`config.mk`:
```
export PLATFORM = sky130hd
export DESIGN_NAME = uart_word_loader
export DESIGN_NICKNAME = d
export VERILOG_FILES = /design/src/rtl/uart_word_loader.sv
export SDC_FILE = /design/constraint.sdc
export NUM_CORES = 1
export LEC_CHECK = 0
export CAP_MARGIN = 20
export CORE_UTILIZATION = 40
export DETAILED_ROUTE_END_ITERATION = 8
export PLACE_DENSITY = 0.65
export SETUP_SLACK_MARGIN = 0.3
export SLEW_MARGIN = 10
export SYNTH_ARGS = -nofsm -noshare
export SYNTH_HDL_FRONTEND = slang
export SYNTH_SLANG_ARGS = --single-unit
```
`constraint.sdc`:
```
create_clock -name clk -period 14.37 [get_ports clk]
set_clock_uncertainty 0.2 [all_clocks]
set_input_delay 3.5925 -clock clk [delete_from_list [all_inputs] [get_ports clk]]
set_output_delay 3.5925 -clock clk [all_outputs]
set_load 0.03 [all_outputs]
```
`src/rtl/uart_word_loader.sv`:
```
// Serial program loader: packs UART bytes MSB-first into 32-bit words and
// writes them to consecutive memory word addresses over a req/ack handshake.
module uart_word_loader #(
    parameter int unsigned ADDR_W      = 10,
    parameter int unsigned TIMEOUT_CYC = 1000000,
    parameter logic [31:0] END_WORD    = 32'hFFFFFFFF
) (
    input  logic              clk,
    input  logic              rst,
    input  logic              en,
    input  logic              rx_ready,
    input  logic [7:0]        rx_data,
    input  logic              mem_ack,
    output logic              mem_we,
    output logic [ADDR_W-1:0] mem_addr,
    output logic [31:0]       mem_wdata,
    output logic              busy,
    output logic              done,
    output logic [ADDR_W:0]   word_count,
    output logic              timeout_err,
    output logic              overrun_err
);

    localparam int unsigned TMO_W = $clog2(TIMEOUT_CYC + 1);
    localparam int unsigned CNT_W = ADDR_W + 1;

    localparam logic [1:0] S_IDLE    = 2'd0;
    localparam logic [1:0] S_COLLECT = 2'd1;
    localparam logic [1:0] S_WRITE   = 2'd2;
    localparam logic [1:0] S_DONE    = 2'd3;

    logic [1:0]        state, state_n;
    logic [31:0]       shift, shift_n;
    logic [1:0]        byte_cnt, byte_cnt_n;
    logic              word_full, word_full_n;
    logic              pend_valid, pend_valid_n;
    logic [7:0]        pend_byte, pend_byte_n;
    logic [TMO_W-1:0]  tmo_cnt, tmo_cnt_n;
    logic              mem_we_n;
    logic [ADDR_W-1:0] mem_addr_n;
    logic [31:0]       mem_wdata_n;
    logic              busy_n, done_n;
    logic [ADDR_W:0]   word_count_n;
    logic              timeout_err_n, overrun_err_n;

    // State and output registers
    always_ff @(posedge clk or posedge rst) begin
        if (rst) begin
            state       <= S_IDLE;
            shift       <= '0;
            byte_cnt    <= '0;
            word_full   <= 1'b0;
            pend_valid  <= 1'b0;
            pend_byte   <= '0;
            tmo_cnt     <= '0;
            mem_we      <= 1'b0;
            mem_addr    <= '0;
            mem_wdata   <= '0;
            busy        <= 1'b0;
            done        <= 1'b0;
            word_count  <= '0;
            timeout_err <= 1'b0;
            overrun_err <= 1'b0;
        end else begin
            state       <= state_n;
            shift       <= shift_n;
            byte_cnt    <= byte_cnt_n;
            word_full   <= word_full_n;
            pend_valid  <= pend_valid_n;
            pend_byte   <= pend_byte_n;
            tmo_cnt     <= tmo_cnt_n;
            mem_we      <= mem_we_n;
            mem_addr    <= mem_addr_n;
            mem_wdata   <= mem_wdata_n;
            busy        <= busy_n;
            done        <= done_n;
            word_count  <= word_count_n;
            timeout_err <= timeout_err_n;
            overrun_err <= overrun_err_n;
        end
    end

    // Next-state and next-output logic
    always_comb begin
        state_n       = state;
        shift_n       = shift;
        byte_cnt_n    = byte_cnt;
        word_full_n   = word_full;
        pend_valid_n  = pend_valid;
        pend_byte_n   = pend_byte;
        tmo_cnt_n     = tmo_cnt;
        mem_we_n      = mem_we;
        mem_addr_n    = mem_addr;
        mem_wdata_n   = mem_wdata;
        word_count_n  = word_count;
        timeout_err_n = timeout_err;
        overrun_err_n = overrun_err;

        case (state)
            S_IDLE: begin
                pend_valid_n = 1'b0;
                if (en) begin
                    state_n       = S_COLLECT;
                    mem_addr_n    = '0;
                    word_count_n  = '0;
                    byte_cnt_n    = '0;
                    word_full_n   = 1'b0;
                    tmo_cnt_n     = '0;
                    timeout_err_n = 1'b0;
                    overrun_err_n = 1'b0;
                end
            end
            S_COLLECT: begin
                if (!en) begin
                    state_n      = S_IDLE;
                    byte_cnt_n   = '0;
                    word_full_n  = 1'b0;
                    tmo_cnt_n    = '0;
                    pend_valid_n = 1'b0;
                end else if (word_full) begin
                    // Complete word is judged one cycle after its last byte
                    word_full_n = 1'b0;
                    if (shift == END_WORD) begin
                        state_n = S_DONE;
                    end else begin
                        state_n     = S_WRITE;
                        mem_we_n    = 1'b1;
                        mem_wdata_n = shift;
                        if (rx_ready) begin
                            pend_valid_n = 1'b1;
                            pend_byte_n  = rx_data;
                        end
                    end
                end else if (rx_ready) begin
                    shift_n    = {shift[23:0], rx_data};
                    byte_cnt_n = byte_cnt + 2'd1;
                    tmo_cnt_n  = '0;
                    if (byte_cnt == 2'd3) word_full_n = 1'b1;
                end else if (byte_cnt != 2'd0) begin
                    if (tmo_cnt == TMO_W'(TIMEOUT_CYC - 1)) begin
                        byte_cnt_n    = '0;
                        tmo_cnt_n     = '0;
                        timeout_err_n = 1'b1;
                    end else begin
                        tmo_cnt_n = tmo_cnt + TMO_W'(1);
                    end
                end
            end
            S_WRITE: begin
                if (rx_ready) begin
                    if (pend_valid) begin
                        overrun_err_n = 1'b1;
                    end else begin
                        pend_valid_n = 1'b1;
                        pend_byte_n  = rx_data;
                    end
                end
                if (mem_ack) begin
                    mem_we_n     = 1'b0;
                    word_count_n = word_count + CNT_W'(1);
                    if (&mem_addr) begin
                        state_n      = S_DONE;
                        pend_valid_n = 1'b0;
                    end else begin
                        mem_addr_n = mem_addr + ADDR_W'(1);
                        if (!en) begin
                            state_n      = S_IDLE;
                            pend_valid_n = 1'b0;
                        end else begin
                            state_n    = S_COLLECT;
                            tmo_cnt_n  = '0;
                            byte_cnt_n = '0;
                            // Buffered byte (or one landing on the ack edge) starts the next word
                            if (pend_valid || rx_ready) begin
                                shift_n      = {shift[23:0], (pend_valid ? pend_byte : rx_data)};
                                byte_cnt_n   = 2'd1;
                                pend_valid_n = 1'b0;
                            end
                        end
                    end
                end
            end
            S_DONE: begin
                pend_valid_n = 1'b0;
                if (!en) state_n = S_IDLE;
            end
            default: state_n = S_IDLE;
        endcase

        busy_n = (state_n == S_COLLECT) || (state_n == S_WRITE);
        done_n = (state_n == S_DONE);
    end

endmodule

```
### Word level (Yosys, flattened, before mapping)

Index checks and enable logic that the tools add are counted.

| storage, ports and cells | value |
|---|---|
| input bits | 13 |
| flip-flop bits (word level) | 124 |
| output and inout bits | 58 |

| cells by class | value |
|---|---|
| muxes and demuxes | 80 |
| reduce and logical (&&, ||, !) cells | 22 |
| eq/ne operators | 29 |
| bitwise logic cells | 1 |
| add/sub/neg operators | 4 |

Operators by type and width:

| operator | count |
|---|---|
| $mux 32 | 7 |
| $mux 20 | 8 |
| $pmux 32 s2 | 1 |
| $pmux 20 s3 | 1 |
| $mux 8 | 6 |
| $eq 32x32->1 const B | 1 |
| $mux 10 | 3 |
| $mux 2 | 15 |
| $ne 2x2->1 const B | 15 |
| $mux 1 | 27 |
| $mux 11 | 2 |
| $pmux 11 s2 | 1 |
| $add 20x1->20 const B | 1 |
| $eq 20x20->1 const B | 1 |
| $pmux 10 s2 | 1 |
| $pmux 8 s2 | 1 |
| $reduce_and 8->1 | 2 |
| $reduce_and 4->1 | 3 |
| $add 11x1->11 const B | 1 |
| $add 10x1->10 const B | 1 |
| $eq 2x2->1 const B | 5 |
| $reduce_and 10->1 | 1 |
| $reduce_and 5->1 | 2 |
| $ne 3x3->1 const B | 3 |
| 17 further kinds | 27 |

### Longest topological paths before layout

Gate-level depths: netlist (run 1).

| logic depth | value |
|---|---|
| depth in word-level cells | 7 |
| gate-level depth with buffers | 10 |

### Worst setup path after synthesis (run 1)

Ideal clock, no wire load.

| timing path | value |
|---|---|
| path kind | in2reg |
| from | in mem_ack |
| to | reg shift[12] |
| slack | 9.037 ns |
| library setup time | 0.125 ns |
| required time | 14.045 ns |
| arrival | 5.008 ns |
| stages | 5 |
| cell sequence | clkbuf_1 o31ai_1 a221oi_1 buf_2 mux2_2 |

| on the way | value |
|---|---|
| word-level cells in the longest chain between the ends | 2 |

Ends and longest elaborated chain:

| what | line | text |
|---|---|---|
| start: declaration | 13 | `input logic mem_ack,` |
| $ne 2x2->1 (no line) | -- |  |
| $reduce_and 8->1 (no line) | -- |  |
| end signal: assignment | 66 | `shift <= shift_n;` |
| end: declaration | 33 | `logic [31:0] shift, shift_n;` |

Every way passes these cells.
A chain may end at the register's enable or synchronous reset.

### Final worst setup path (run 1)

| timing path | value |
|---|---|
| from | in en |
| to | reg mem_wdata[24] |

| on the way | value |
|---|---|
| word-level cells in the longest chain between the ends | 1 |

Ends and longest elaborated chain:

| what | line | text |
|---|---|---|
| start: declaration | 10 | `input logic en,` |
| $reduce_and 4->1 (no line) | -- |  |
| end signal: assignment | 74 | `mem_wdata <= mem_wdata_n;` |
| end: declaration | 16 | `output logic [31:0] mem_wdata,` |

Every way passes these cells.

==> flow_metrics.py, run 1 <==
metrics = {
    "setup_path": {
        "cp_data_required_time_ns": 14.46,
        "crit-reg2reg-capture": "pend_byte[2]$_DFFE_PP0P_",
        "rrSetupSlack_ns": 11.01,
        "cpLargestDelayFamily": "buffers and inverters",
        "r2r_start": "state[0]$_DFF_PP0_",
        "arrival_ns": 5.89,
        "cp_max_fo": 22,
        "endpoint_kind": "register",
        "r2r_cells": 7,
        "worstSetupStartpointType": "input pin",
        "crit_chain": "clkdlybuf4s50_1 -> nand2_1 -> a211oi_4 -> buf_4 -> mux2_2",
        "critPathMaxStageDelay_ns": 0.63,
        "critical_path_class": "in2reg",
        "crit_slowest_cell": "clkdlybuf4s50_1",
        "cp.buffers_inverters": 2,
    },
    "clocking": {
        "htree_levels": 4,
        "clock-sinks": 124,
        "cts_resized": 0,
        "cts_tree": "done",
        "cts.hold.buffers_added": 0,
        "insertion_delay_ns": 0.41,
        "clk_pin_slew_worst_paths_ns": 0.05,
        "cts_made_buffers": 17,
        "clockBufferDepth": 2,
        "root_buffer": "clkbuf_16",
        "cts_setup_buffers": 0,
    },
    "route": {
        "vias": 4225,
        "drt-initial-drc-count": 343,
        "drc": 0,
        "wl_per_cell_um": 16.2,
        "wl_mm": 12.5,
        "drt-pass1-iter-count": 4,
        "vias_per_cell": 5.47,
        "ant_nets": 0,
    },
    "timing": {
        "finalCriticalPeriod_ns": 5.79,
        "setup-tns-final_ns": 0,
        "finalCritPeriodShare_pct": 40.3,
        "setup_viol": 0,
        "worstMarginPinSlew_ns": 0.933,
        "maxSlewViolCount": 0,
        "finalHoldViolCount": 0,
        "relSlewSlack_pct": 37.6,
        "rsz0062_at_grt": "false",
        "fmax_ghz": 0.173,
    },
    "placement": {
        "dpl-instance-area_um2": 6720,
        "hpwl_mm": 8.48,
        "numPortBuffers": 70,
        "gp_congestion": 0.823,
    },
    "grt": {
        "grt_first_pass_wirelength_mm": 21.0,
        "antenna_found_initial": 0,
        "globalRouteOverflowTotal": 0,
        "grt_max_degree": 73,
        "grt_use_total_pct": 18.1,
        "grt_pass1_vias": 4042,
    },
    "flow_run": {
        "cap_viol_max_count": 0,
    },
    "power": {
        "intPower_uw": 722,
        "p_seq_share_pct": 45.1,
        "total_power_mw": 1.02,
        "ir_drop_mv": 0.112,
        "p_per_area_nw_per_um2": 140,
        "switching_share_pct": 29.3,
        "p_clk_share_pct": 39.0,
        "p_leak_nw": 3.14,
        "p_comb_share_pct": 15.9,
        "power_switching_uw": 299,
    },
    "logic_synthesis": {
        "synth-async-reset-ratio_pct": 100,
        "synth_edf_count": 0,
        "syn_avg_cell_area_um2": 11.5,
        "synth_top_area_share_pct": 53.1,
        "yosysMostFrequentCell": "dfrtp_1",
        "synth_cells": 509,
        "yosys.area.top_type": "dfrtp_1",
        "synth-seq-area-share_pct": 53.1,
        "synth_nets": 533,
        "synthesis.area_um2": 5840,
        "synth_cell_types": 56,
        "synth_ff_type": "dfrtp_1",
        "ys_top_cells_by_count": "dfrtp_1 (124), mux2_2 (66), nor2_1 (40)",
        "synth.area.top_cells": "dfrtp_1 (53%), mux2_2 (13%), nor2_1 (2.6%)",
        "ys_warn_count": 0,
        "ys_seq_elements": 124,
    },
    "min_path": {
        "hold_start": "mem_wdata[1]$_DFFE_PP0P_",
        "min_path_cells": 1,
        "hp-class": "reg2reg",
        "min_to": "mem_wdata[1]$_DFFE_PP0P_",
    },
    "final_layout": {
        "fin_nets": 604,
        "drive_gt1_share_pct": 18.7,
        "diodes": 0,
        "final_area_um2": 7280,
        "area_growth_syn_to_layout_pct": 24.6,
    },
    "die": {
        "die_area_um2": 15100,
        "core_area_um2": 14000,
        "rows": 43,
        "dieWidth_um": 123,
        "top_level_ports": 71,
        "start_util_pct": 41.6,
        "die_h_um": 123,
    },
    "status": {
        "outcome": "finished, final reports clean",
    },
}
==> worst max-delay path by stage <==
stage                     start                        end  depth (start not counted)
after global placement       en  mem_wdata[18]$_DFFE_PP0P_                          5
after CTS                    en  mem_wdata[24]$_DFFE_PP0P_                          5
after global routing         en   mem_wdata[9]$_DFFE_PP0P_                          5
after detailed placement     en  mem_wdata[24]$_DFFE_PP0P_                          5
after floorplan             rst             busy$_DFF_PP0_                          1
final                        en  mem_wdata[24]$_DFFE_PP0P_                          5
==> cell families (layout without fill, tap and decap cells) <==
logic type | after synthesis | after routing | share of synthesized area, %
muxes | 76 | 76 | 14.4
and+or+nand+nor | 162 | 162 | 14.8
DFF | 124 | 124 | 53.1
xor gates and xnor gates | 16 | 16 | 2.40
adders and majority gates | 11 | 11 | 2.35
buffers and inverters | 33 | 117 | 2.48
AOI/OAI and AO/OA | 87 | 87 | 10.4
==> sequential cells by signal, indices dropped and copies added (netlist names) <==
signal,cells
word_full,1
busy,1
mem_we,1
tmo_cnt,20
mem_addr,10
done,1
pend_valid,1
mem_wdata,32
shift,32
pend_byte,8
overrun_err,1
byte_cnt,2
timeout_err,1
state,2
word_count,11
==> cell usage in the layout (no fill, tap or decap), types with 8 or more instances in the layout <==
master and instances:
dfrtp_1 124, clkdlybuf4s50_1 70, mux2_2 66, nor2_1 40
nand2_1 32, nand4_1 23, o21ai_0 21, clkbuf_16 17
a21oi_1 15, nand3_1 14, xor2_1 12, ha_1 11
o31ai_1 10, inv_1 10, mux2i_1 10, and3_1 8
==> power groups by stage <==
stage / registers [mW] / clock network (mW) / logic [mW]
after floorplan: 0.443 / 0 / 0.125
after global placement: 0.463 / 0 / 0.156
after detailed placement: 0.466 / 0 / 0.160
after CTS: 0.460 / 0.405 / 0.162
after global routing: 0.469 / 0.421 / 0.183
final: 0.460 / 0.398 / 0.162
==> per-stage QoR <==
step | setup slack [ns] | utilization (%) | cells | hold slack [ns]
3_3_place_gp | 8.26 | 47.8 | 740 | 0.282
2_1_floorplan | 7.28 | - | 509 | 0.264
4_1_cts | 8.60 | 51.8 | 772 | 0.305
5_1_grt | 8.45 | 51.9 | 773 | 0.319
3_5_place_dp | 8.19 | 47.8 | 740 | 0.292
6_report | 8.58 | 51.9 | 773 | 0.301
==> routing by layer <==
layer | part of all wire (%) | vias up | track usage (%)
met5 | 0 | - | 0
met4 | 1.3 | 0 | 7.32
met3 | 3.9 | 12 | 4.09
met2 | 48 | 82 | 27.2
met1 | 47 | 2110 | 25.2
li1 | - | 2021 | -
==> worst reg2reg max path, stage by stage, from the launching register on <==
cell and delay (ns):
dfrtp_1 0.46, inv_1 0.14, ha_1 0.61, nand2_1 0.59, nand3_1 0.24, a21oi_1 0.07, a31oi_2 0.54, mux2_2 0.41
==> layout make-up <==
class / instances / area [µm²]
Fill cell: 1203 / 6760
Sequential cell: 124 / 3100
Multi-Input combinational cell: 352 / 2620
Timing Repair Buffer: 74 / 734
Clock buffer: 22 / 464
Tap cell: 180 / 225
Clock inverter: 10 / 92.6
Inverter: 11 / 43.8
No activity file was read; power rests on OpenSTA's default activity.
==> run 2: changes to the inputs <==
- clock period: 14.37 -> 5.8 ns (I/O delays scaled with it)
==> flow_metrics.py, run 2 (same netlist as run 1, synthesis figures left out) <==
metrics = {
    "timing": {
        "relSlewSlack_pct": 34.4,
        "setup-tns-final_ns": 0,
        "rsz0062_at_grt": "false",
        "finalCriticalPeriod_ns": 3.67,
        "setup_viol": 0,
        "hold_slack_ns": 0.299,
        "worstMarginPinSlew_ns": 0.982,
        "finalCritPeriodShare_pct": 63.2,
        "finalHoldViolCount": 0,
        "finalWorstSetupSlack_ns": 2.14,
        "maxSlewViolCount": 0,
        "fmax_ghz": 0.273,
    },
    "clocking": {
        "clock-sinks": 124,
        "root_buffer": "clkbuf_16",
        "insertion_delay_ns": 0.42,
        "htree_levels": 4,
        "cts_resized": 0,
        "clk_pin_slew_worst_paths_ns": 0.05,
        "cts_tree": "done",
        "clockBufferDepth": 2,
        "cts.hold.buffers_added": 0,
        "cts_made_buffers": 17,
        "cts_setup_buffers": 0,
    },
    "setup_path": {
        "worstSetupStartpointType": "input pin",
        "arrival_ns": 3.77,
        "critPathMaxStageDelay_ns": 0.63,
        "endpoint_kind": "register",
        "cp.buffers_inverters": 2,
        "crit_end": "mem_wdata[3]$_DFFE_PP0P_",
        "crit_slowest_cell": "clkdlybuf4s50_1",
        "critical_path_class": "in2reg",
        "crit_start": "en",
        "crit-reg2reg-capture": "pend_byte[2]$_DFFE_PP0P_",
        "r2r_cells": 7,
        "crit_chain": "clkdlybuf4s50_1 -> nand2_1 -> a211oi_4 -> buf_4 -> mux2_2",
        "rrSetupSlack_ns": 2.54,
        "cpLargestDelayFamily": "buffers and inverters",
        "r2r_start": "state[0]$_DFF_PP0_",
        "cp_max_fo": 22,
        "cp_num_cells": 5,
        "cp_data_required_time_ns": 5.91,
    },
    "die": {
        "dieWidth_um": 123,
        "rows": 43,
        "die_h_um": 123,
        "core_area_um2": 14000,
        "start_util_pct": 41.6,
        "die_area_um2": 15100,
        "top_level_ports": 71,
    },
    "final_layout": {
        "final_util_pct": 52.7,
        "fin_nets": 607,
        "final_area_um2": 7410,
        "fillers": 1187,
        "diodes": 0,
        "layout_common_cells": "dfrtp_1 (124), clkdlybuf4s50_1 (70), mux2_2 (66), nor2_1 (40), nand2_1 (32)",
        "layout_commonest_cell": "dfrtp_1",
        "drive_gt1_share_pct": 19.1,
        "fin_cells": 776,
        "area_growth_syn_to_layout_pct": 26.7,
        "reg_top3": "mem_wdata x32, shift x32, tmo_cnt x20",
    },
    "grt": {
        "grt_pass1_vias": 4237,
        "grt_first_pass_wirelength_mm": 21.4,
        "grt_max_degree": 63,
        "antenna_found_initial": 0,
        "globalRouteOverflowTotal": 0,
        "grt_use_total_pct": 18.5,
    },
    "route": {
        "wl_per_cell_um": 16.2,
        "drt-pass1-iter-count": 6,
        "vias_per_cell": 5.44,
        "ant_nets": 0,
        "vias": 4225,
        "wl_mm": 12.6,
        "drc": 0,
        "drt-initial-drc-count": 284,
    },
    "power": {
        "p_per_area_nw_per_um2": 366,
        "ir_drop_mv": 0.193,
        "p_leak_nw": 3.21,
        "total_power_mw": 2.71,
    },
    "min_path": {
        "hp-class": "reg2reg",
    },
    "placement": {
        "numPortBuffers": 70,
        "hpwl_mm": 8.58,
        "dpl-instance-area_um2": 6730,
        "dp_cells": 742,
        "gp_congestion": 0.788,
        "pre_cts_ws_ns": 1.56,
    },
    "flow_run": {
        "cap_viol_max_count": 0,
    },
    "status": {
        "outcome": "finished, final reports clean",
    },
}
==> run 2: cell type report <==
| class | count | area [µm²] | share of cell area, % |
|---|---|---|---|
| tap | 180 | 225 | 3.04 |
| timing repair buffer | 77 | 761 | 10.3 |
| sequential | 124 | 3100 | 41.9 |
| clock inverter | 10 | 188 | 2.53 |
| clock buffer | 22 | 464 | 6.27 |
| inverter | 11 | 43.8 | 0.591 |
| multi-input combinational | 352 | 2620 | 35.4 |
==> run 2: how the worst min path moves through the flow <==
stage | from | end | slack [ns] | cells past startpoint
finish | tmo_cnt[19]$_DFFE_PP0P_ | tmo_cnt[19]$_DFFE_PP0P_ | 0.30 | 1
detailed placement | pend_byte[3]$_DFFE_PP0P_ | pend_byte[3]$_DFFE_PP0P_ | 0.29 | 1
CTS | pend_byte[3]$_DFFE_PP0P_ | pend_byte[3]$_DFFE_PP0P_ | 0.31 | 1
global placement | pend_byte[4]$_DFFE_PP0P_ | pend_byte[4]$_DFFE_PP0P_ | 0.29 | 1
floorplan | tmo_cnt[19]$_DFFE_PP0P_ | tmo_cnt[19]$_DFFE_PP0P_ | 0.26 | 1
global route | pend_byte[0]$_DFFE_PP0P_ | pend_byte[0]$_DFFE_PP0P_ | 0.33 | 1
==> run 2: where the power goes <==
| part | switching (mW) | internal [mW] | leakage (nW) |
|---|---|---|---|
| Clock | 0.383 | 0.785 | 0.311 |
| Sequential | 0.138 | 0.997 | 1.64 |
| Combinational | 0.222 | 0.185 | 1.26 |
| Total | 0.743 | 1.97 | 3.21 |
==> run 2: worst register-to-register path, cell delays in order, from the launching register on <==
cell     delay (ns)
dfrtp_1        0.46
inv_1          0.15
ha_1           0.57
nand2_1        0.55
nand3_1        0.23
a21oi_1        0.06
a31oi_2        0.53
mux2_2         0.41
==> run 2: metal layers <==
metal  global-route usage, %  wire, µm  vias up
met2                    27.6      5860       93
met3                    4.23       510       20
met5                       0         0        -
met4                    8.23       234        0
met1                    25.7      5980     2083
li1                        -         -     2029
==> run 3: changes to the inputs <==
- PLACE_DENSITY: 0.65 -> 0.67
- clock period: 5.8 -> 3.15 ns (I/O delays scaled with it)
==> flow_metrics.py, run 3 (same netlist as run 1, synthesis figures left out) <==
metrics = {
    "clocking": {
        "cts_tree": "done",
        "htree_levels": 4,
        "cts_made_buffers": 17,
        "cts_setup_buffers": 0,
        "clk_pin_slew_worst_paths_ns": 0.05,
        "clock-sinks": 124,
        "root_buffer": "clkbuf_16",
        "insertion_delay_ns": 0.41,
        "clockBufferDepth": 2,
    },
    "timing": {
        "maxSlewViolCount": 0,
        "finalHoldViolCount": 0,
        "finalCriticalPeriod_ns": 2.64,
        "rsz0062_at_grt": "false",
        "finalCritPeriodShare_pct": 83.8,
        "setup-tns-final_ns": 0,
        "relSlewSlack_pct": 52.9,
        "worstMarginPinSlew_ns": 0.700,
        "fmax_ghz": 0.379,
        "hold_slack_ns": 0.303,
        "setup_viol": 0,
    },
    "setup_path": {
        "rrSetupSlack_ns": 0.53,
        "critical_path_class": "in2reg",
        "crit_start": "en",
        "arrival_ns": 2.77,
        "r2r_start": "state[0]$_DFF_PP0_",
        "worstSetupStartpointType": "input pin",
        "cp_data_required_time_ns": 3.28,
        "cp_max_fo": 11,
        "crit_end": "mem_addr[2]$_DFFE_PP0P_",
        "r2r_cells": 7,
        "crit-reg2reg-capture": "shift[26]$_DFFE_PP0P_",
        "endpoint_kind": "register",
    },
    "final_layout": {
        "drive_gt1_share_pct": 20.8,
        "layout_common_cells": "dfrtp_1 (124), clkdlybuf4s50_1 (70), mux2_2 (66), nor2_1 (40), nand2_1 (32)",
        "fin_nets": 617,
        "diodes": 0,
        "fillers": 1187,
        "layout_commonest_cell": "dfrtp_1",
        "area_growth_syn_to_layout_pct": 27.7,
        "reg_top3": "mem_wdata x32, shift x32, tmo_cnt x20",
        "final_util_pct": 53.1,
    },
    "route": {
        "wl_mm": 12.6,
        "dr_wl_met3_um": 516,
        "drt-pass1-iter-count": 4,
        "drt-initial-drc-count": 246,
        "wl_met1_mm": 5.97,
        "vias": 4290,
        "drc": 0,
        "vias_per_cell": 5.46,
        "ant_nets": 0,
        "wl_per_cell_um": 16.0,
        "met2_length_mm": 5.93,
        "topRoutingLayerUsed": "met4",
    },
    "die": {
        "die_area_um2": 15100,
        "core_area_um2": 14000,
        "start_util_pct": 41.6,
        "rows": 43,
        "top_level_ports": 71,
        "dieWidth_um": 123,
        "die_h_um": 123,
    },
    "power": {
        "p_leak_nw": 3.23,
        "p_comb_share_pct": 16.0,
        "p_clk_share_pct": 40.1,
        "p_seq_share_pct": 43.9,
        "p_per_area_nw_per_um2": 641,
        "intPower_mw": 3.42,
        "ir_drop_mv": 0.389,
        "power_switching_mw": 1.37,
        "switching_share_pct": 28.6,
    },
    "grt": {
        "grt_first_pass_wirelength_mm": 21.2,
        "grt_pass1_vias": 4212,
        "grt_use_total_pct": 18.4,
        "globalRouteOverflowTotal": 0,
        "grt_max_degree": 47,
        "antenna_found_initial": 0,
    },
    "placement": {
        "gp_congestion": 0.802,
        "numPortBuffers": 70,
        "hpwl_mm": 8.63,
    },
    "flow_run": {
        "cap_viol_max_count": 0,
    },
    "status": {
        "outcome": "finished, final reports clean",
    },
    "min_path": {
        "hp-class": "reg2reg",
    },
}
run 3: cell types whose count changed in the layout (fill, tap and decap cells not counted), moves of 2 or more:
cell,change
clkinv_2,+2
buf_12,+4
clkinv_4,-2
bufinv_16,-3
buf_4,+7
clkinvlp_4,+3
run 3: worst min path at each step:
stage                     depth (start not counted)                       end  slack, ns                startpoint
after floorplan                                   1   tmo_cnt[19]$_DFFE_PP0P_       0.26   tmo_cnt[19]$_DFFE_PP0P_
after CTS                                         1  pend_byte[5]$_DFFE_PP0P_       0.31  pend_byte[5]$_DFFE_PP0P_
after detailed placement                          1  pend_byte[5]$_DFFE_PP0P_       0.29  pend_byte[5]$_DFFE_PP0P_
after global placement                            1  pend_byte[0]$_DFFE_PP0P_       0.29  pend_byte[0]$_DFFE_PP0P_
after global routing                              1  mem_wdata[0]$_DFFE_PP0P_       0.32  mem_wdata[0]$_DFFE_PP0P_
final                                             1  pend_byte[5]$_DFFE_PP0P_       0.30  pend_byte[5]$_DFFE_PP0P_
run 3: layout make-up:
cell class              count  area [µm²]  share of cell area, %
flip-flops and latches    124        3100                   41.6
multi-input cells         352        2620                   35.2
repair buffers             87         878                   11.8
clock buffers              22         474                   6.35
well taps                 180         225                   3.02
clock inverters            10         114                   1.53
inverters                  11        45.0                  0.604
run 3: through the flow:
step	worst slack, ns	cells	power [mW]	area (µm²)
6_report	0.512	786	4.78	7460
5_1_grt	0.343	786	5.02	7460
4_1_cts	0.438	786	4.82	7460
3_5_place_dp	0.130	754	2.88	6870
3_3_place_gp	0.122	754	2.83	6870
2_1_floorplan	0.622	509	2.59	5850
run 3: critical path, cell delays in order:
cell	delay, ns
clkdlybuf4s50_1	0.65
mux2i_1	0.25
nor2_1	0.57
nand3_1	0.18
xor2_1	0.18
nor2_1	0.14
run 3: timing repair:
action / CTS / global route
endpoints found under the setup margin: 0 / 42
hold buffers: 0 / 0
resized for setup: 0 / 1
run 3: per-layer routing:
layer | GRT usage (%) | up-vias
met3 | 4.79 | 16
met1 | 25.3 | 2150
met5 | 0 | -
met4 | 6.17 | 0
met2 | 28.0 | 85
li1 | - | 2039
run 3: power groups by stage:
stage | sequential (mW) | clock [mW] | combinational, mW
floorplan | 2.02 | 0 | 0.570
global placement | 2.10 | 0 | 0.733
global route | 2.14 | 2.03 | 0.855
CTS | 2.10 | 1.95 | 0.771
finish | 2.10 | 1.92 | 0.764
detailed placement | 2.12 | 0 | 0.759
